==> config.mk <==
export PLATFORM = sky130hd
export DESIGN_NAME = memory_arbiter
export DESIGN_NICKNAME = d
export VERILOG_FILES = /design/src/rtl/memory_arbiter.sv
export SDC_FILE = /design/constraint.sdc
export NUM_CORES = 1
export LEC_CHECK = 0
export CAP_MARGIN = 25
export CORE_MARGIN = 1
export CORE_UTILIZATION = 42
export DETAILED_ROUTE_END_ITERATION = 12
export GPL_TIMING_DRIVEN = 0
export PLACE_DENSITY = 0.95
export RECOVER_POWER = 100
export SETUP_SLACK_MARGIN = 0.05
export SYNTH_ARGS = -nofsm -noshare
export SYNTH_HDL_FRONTEND = slang
export SYNTH_SLANG_ARGS = --single-unit
==> constraint.sdc <==
create_clock -name CLK -period 3.9 [get_ports CLK]
set_input_delay 0.585 -clock CLK [delete_from_list [all_inputs] [get_ports CLK]]
set_output_delay 0.585 -clock CLK [all_outputs]
set_load 0.02 [all_outputs]
==> src/rtl/memory_arbiter.sv <==
// Shares one RAM port between an instruction and a data requester: data wins unless the instruction side has waited STARVE_MAX grants.
// Strobe 1 cycle after grant, hit 1 cycle after ramready, re-arbitration on the cycle after the hit; requests are held until their hit.
module memory_arbiter #(
  parameter int STARVE_MAX = 4
) (
  input  logic        CLK,
  input  logic        RST,
  input  logic        iREN,
  input  logic [31:0] iaddr,
  input  logic        dREN,
  input  logic        dWEN,
  input  logic [31:0] daddr,
  input  logic [31:0] dstore,
  output logic        ihit,
  output logic        dhit,
  output logic [31:0] iload,
  output logic [31:0] dload,
  output logic        ramREN,
  output logic        ramWEN,
  output logic [31:0] ramaddr,
  output logic [31:0] ramstore,
  input  logic [31:0] ramload,
  input  logic        ramready
);

  localparam int SW = (STARVE_MAX < 1) ? 1 : $clog2(STARVE_MAX + 1);
  localparam logic [SW-1:0] SMAX = SW'(STARVE_MAX);

  typedef enum logic [2:0] {
    ST_IDLE,
    ST_IACC,
    ST_DACC,
    ST_IDONE,
    ST_DDONE
  } state_t;

  state_t        r_state;
  logic [SW-1:0] r_starve;
  logic          w_dreq;
  logic          w_dgrant;

  assign w_dreq   = dREN | dWEN;
  assign w_dgrant = w_dreq & ~(iREN & (r_starve == SMAX));

  // The RAM strobe/address/data registers double as the latched request:
  // they are loaded on a grant and cleared when the access completes.
  always_ff @(posedge CLK) begin
    if (RST) begin
      r_state  <= ST_IDLE;
      r_starve <= '0;
      ihit     <= 1'b0;
      dhit     <= 1'b0;
      iload    <= '0;
      dload    <= '0;
      ramREN   <= 1'b0;
      ramWEN   <= 1'b0;
      ramaddr  <= '0;
      ramstore <= '0;
    end else begin
      ihit <= 1'b0;
      dhit <= 1'b0;
      case (r_state)
        ST_IDLE: begin
          if (w_dgrant) begin
            r_state  <= ST_DACC;
            ramREN   <= ~dWEN;
            ramWEN   <= dWEN;
            ramaddr  <= daddr;
            ramstore <= dstore;
            if (iREN) begin
              r_starve <= (r_starve == SMAX) ? SMAX : r_starve + 1'b1;
            end else begin
              r_starve <= '0;
            end
          end else if (iREN) begin
            r_state  <= ST_IACC;
            ramREN   <= 1'b1;
            ramWEN   <= 1'b0;
            ramaddr  <= iaddr;
            ramstore <= '0;
            r_starve <= '0;
          end
        end
        ST_IACC: begin
          if (ramready) begin
            r_state  <= ST_IDONE;
            iload    <= ramload;
            ihit     <= 1'b1;
            ramREN   <= 1'b0;
            ramWEN   <= 1'b0;
            ramaddr  <= '0;
            ramstore <= '0;
          end
        end
        ST_DACC: begin
          if (ramready) begin
            r_state <= ST_DDONE;
            if (!ramWEN) begin
              dload <= ramload;
            end
            dhit     <= 1'b1;
            ramREN   <= 1'b0;
            ramWEN   <= 1'b0;
            ramaddr  <= '0;
            ramstore <= '0;
          end
        end
        ST_IDONE: r_state <= ST_IDLE;
        ST_DDONE: r_state <= ST_IDLE;
        default:  r_state <= ST_IDLE;
      endcase
    end
  end

endmodule

==> out/qor.yml <==
crit_cells: 7
htreeDepth: 4
postCtsResizedCells: 0
flow.area_growth_from_synthesis_pct: 66.6
tightestPinTransition_ns: 0.893
reg2reg_setup_slack_ns: 1.70
fp.dieArea_sq_mm: 0.0122
pin_count_of_the_biggest_net_entering_global_routing: 17
synth_async_sr_flop_share_pct: 0
fraction_of_the_mapped_netlist_area_in_simple_logic_gates_pct: 12.7
multiInputGateArea_sq_mm: 0.00195
setup_total_negative_slack_ns: 0
clk_pin_slew_worst_paths_ns: 0.06
routed_via_density: 5.18
worstReg2RegEnd: "ramaddr[29]$_SDFFE_PP0P_"
ios: 266
crit_fanout: 10
coreArea_sq_mm: 0.0115
worst_vdd_drop_mv: 0.342
synth.area.top_cells: "sky130_fd_sc_hd__dfxtp_1, sky130_fd_sc_hd__nand2_1, sky130_fd_sc_hd__a21oi_1, sky130_fd_sc_hd__mux2i_1, sky130_fd_sc_hd__o2bb2ai_1"
critPathBufInv: 3
clkLatencyLatePin_ns: 0.41
grt_pass1_wl_um: 25000
muxShareOfSynthArea_pct: 6.66
antenna_violations_before_repair: 2
critical_path_required_time_ns: 4.25
numCtsBuffers: 17
synth-compound-area-share_pct: 19.5
fin_crit_sh_pct: 71.1
crit_arrival_ns: 3.12
number_of_global_route_vias_before_repair: 4867
floorplan.die.height_um: 111
summed_instance_area_of_the_synthesized_netlist_sq_mm: 0.00496
first_iter_violations: 326
synthCells: 513
routed_wirelength_um: 16000
crit_end: "ramstore[17]$_SDFFE_PP0P_"
synth_enable_flop_cells: 0
wire_per_inst_um: 16.9
cts-root-to-sink-buffers: 2
drt.antenna.violating_nets: 0
timing.fmax_mhz: 361
synth_top_family_by_area: "compound AO/OA/AOI/OAI gates"
reg2reg_depth: 7
fraction_of_layout_cells_with_a_size_suffix_above_1_pct: 5.33
numClockSinks: 138
crit_top_cell: "sky130_fd_sc_hd__clkbuf_1"
placementRows: 39
synth.yosys.seq_area_share_pct: 55.7
cpLargestDelayFamily: "buffers and inverters"
regToRegStartpoint: "r_starve[0]$_SDFFE_PP0P_"
postSynthRegisterBits: 138
timing.max_cap.violations: 0
global_route.usage.total_pct: 25.9
fp.dieW_um: 111
cts_tree: "built"
synth.cells.most_frequent: "sky130_fd_sc_hd__dfxtp_1, sky130_fd_sc_hd__nand2_1, sky130_fd_sc_hd__a21oi_1"
hpwlAfterDp_um: 12200
worstSetupEndpointType: "flop"
mappedNetlistNets: 649
cts_setup_buffers: 0
final-max-slew-violation-count: 0
initial_core_util_pct: 43.3
final-setup-viol-count: 0
slowest_stage: "sky130_fd_sc_hd__dlygate4sd3_1"
timing.critical_path.from: "dWEN"
run_status: "completed"
worst_slew_margin_rel_pct: 39.9
synth.distinct_cells: 33
rsz0062_at_grt: "false"
avg_inst_size_synth_sq_um: 9.67
ys_dominant_reg_cell: "sky130_fd_sc_hd__dfxtp_1"
postCtsHoldBufs: 0
synthesis.yosys.warnings: 0
yosys.cell_count.top_type: "sky130_fd_sc_hd__dfxtp_1"
hold_path_startpoint: "dload[4]$_SDFFE_PP0P_"
gr-total-overflow: 0
root_buffer: "sky130_fd_sc_hd__clkbuf_16"
cellLeakagePower_nw: 3.40
num-nets-final: 932
final_hold_viol_count: 0
filler_cell_count: 824
synth-adder-area-share_pct: 0.505
timing.critical_path.cells: "dlygate4sd3_1 > or3_1 > nand2_1 > o311a_1 > clkbuf_1 > clkbuf_1 > a22o_1"
fin_skew_ns: 0.0109
final_core_utilization_pct: 72.1
layout.area.seq_sq_mm: 0.00276
yosys.area.top_type: "sky130_fd_sc_hd__dfxtp_1"
slowest_delay_ns: 0.59
io_buffer_count: 264
hold_path.class: "flop to flop"
finalCriticalPeriod_ns: 2.77
power_density_mw_per_mm2: 447
first_pass_iters: 5
drc: 0
post-synth-top-area-fraction_pct: 55.7
num_vias: 4926
post_synth_xor_area_fraction_pct: 0.177
criticalPathCategory: "input port to flop"
gp_congestion: 0.836
worstSetupStartpointType: "input port"
[flip-flops by register name (all words and copies together), names as in the netlist]
register	cells
r_starve	3
ihit	1
iload	32
ramaddr	32
r_state	3
ramWEN	1
dload	32
ramstore	32
dhit	1
ramREN	1
[where the power goes]
| group | internal [W] | switching [W] | leakage, nW |
|---|---|---|---|
| clock | 0.000882 | 0.000595 | 0.260 |
| combinational | 0.000320 | 0.000337 | 2.02 |
| sequential | 0.00151 | 0.0000519 | 1.13 |
[final cells by class]
type	instances	share of cell area [%]
antenna	1	0.0303
buffer	40	2.04
clock buffer	18	5.31
clock inverter	12	1.24
inverter	5	0.227
multi-input combinational	330	23.6
sequential	138	33.4
tap	143	2.17
timing repair buffer	264	32.0
[metrics by stage]
stage	power, W	worst slack [ns]	instance area (sq um)	cells	hold WS (ns)
finish	0.00369	1.13	8260	951	0.452
global route	0.00383	1.01	8260	950	0.468
CTS	0.00376	1.81	8320	950	0.453
detailed placement	0.00229	1.37	7780	920	0.446
global placement	0.00227	1.43	7780	920	0.434
floorplan	0.00189	2.15	4960	513	0.493
[placed cells by master (no fill, tap or decap), types with 3 or more instances in the layout]
master and n:
sky130_fd_sc_hd__a21oi_1 67, sky130_fd_sc_hd__a22o_1 32, sky130_fd_sc_hd__buf_2 9, sky130_fd_sc_hd__clkbuf_1 30, sky130_fd_sc_hd__clkbuf_16 17, sky130_fd_sc_hd__clkdlybuf4s50_1 130
sky130_fd_sc_hd__clkinv_2 5, sky130_fd_sc_hd__clkinvlp_4 4, sky130_fd_sc_hd__dfxtp_1 138, sky130_fd_sc_hd__dlygate4sd3_1 134, sky130_fd_sc_hd__inv_1 5, sky130_fd_sc_hd__mux2i_1 33
sky130_fd_sc_hd__nand2_1 132, sky130_fd_sc_hd__nor2_1 8, sky130_fd_sc_hd__o21ai_0 3, sky130_fd_sc_hd__o2bb2ai_1 33
[worst register-to-register path, stage by stage, from the launching register on]
cell                        delay (ns)
sky130_fd_sc_hd__dfxtp_1          0.31
sky130_fd_sc_hd__inv_1            0.09
sky130_fd_sc_hd__ha_1             0.18
sky130_fd_sc_hd__nand3_1          0.16
sky130_fd_sc_hd__nand2_1          0.34
sky130_fd_sc_hd__clkbuf_1         0.62
sky130_fd_sc_hd__mux2i_1          0.30
sky130_fd_sc_hd__o2bb2ai_1        0.08
[routing by layer]
layer	track usage [%]	vias to the layer above	routed length, um
li1	-	2359	-
met1	28.7	2326	6170
met2	47.2	212	8390
met3	7.71	27	1160
met4	8.44	2	315
met5	0	-	13
[worst min-delay path by stage]
stage / to / cells past startpoint
final: dload[4]$_SDFFE_PP0P_ / 2
after global routing: dload[4]$_SDFFE_PP0P_ / 2
after CTS: iload[18]$_SDFFE_PP0P_ / 2
after detailed placement: iload[18]$_SDFFE_PP0P_ / 2
after global placement: ramREN$_SDFFE_PP0P_ / 1
after floorplan: r_starve[2]$_SDFFE_PP0P_ / 2
[logic make-up (layout without fill, tap and decap cells)]
group | Yosys count | count (layout)
AO/OA/AOI/OAI | 141 | 141
AND/OR/NAND/NOR | 153 | 153
XOR/XNOR | 1 | 1
multiplexers | 33 | 33
flip-flops | 138 | 138
other | 0 | 1
adder cells (fa/ha/maj) | 2 | 2
buffers and inverters | 45 | 339
Note: power is estimated with default switching activity, not from simulation.
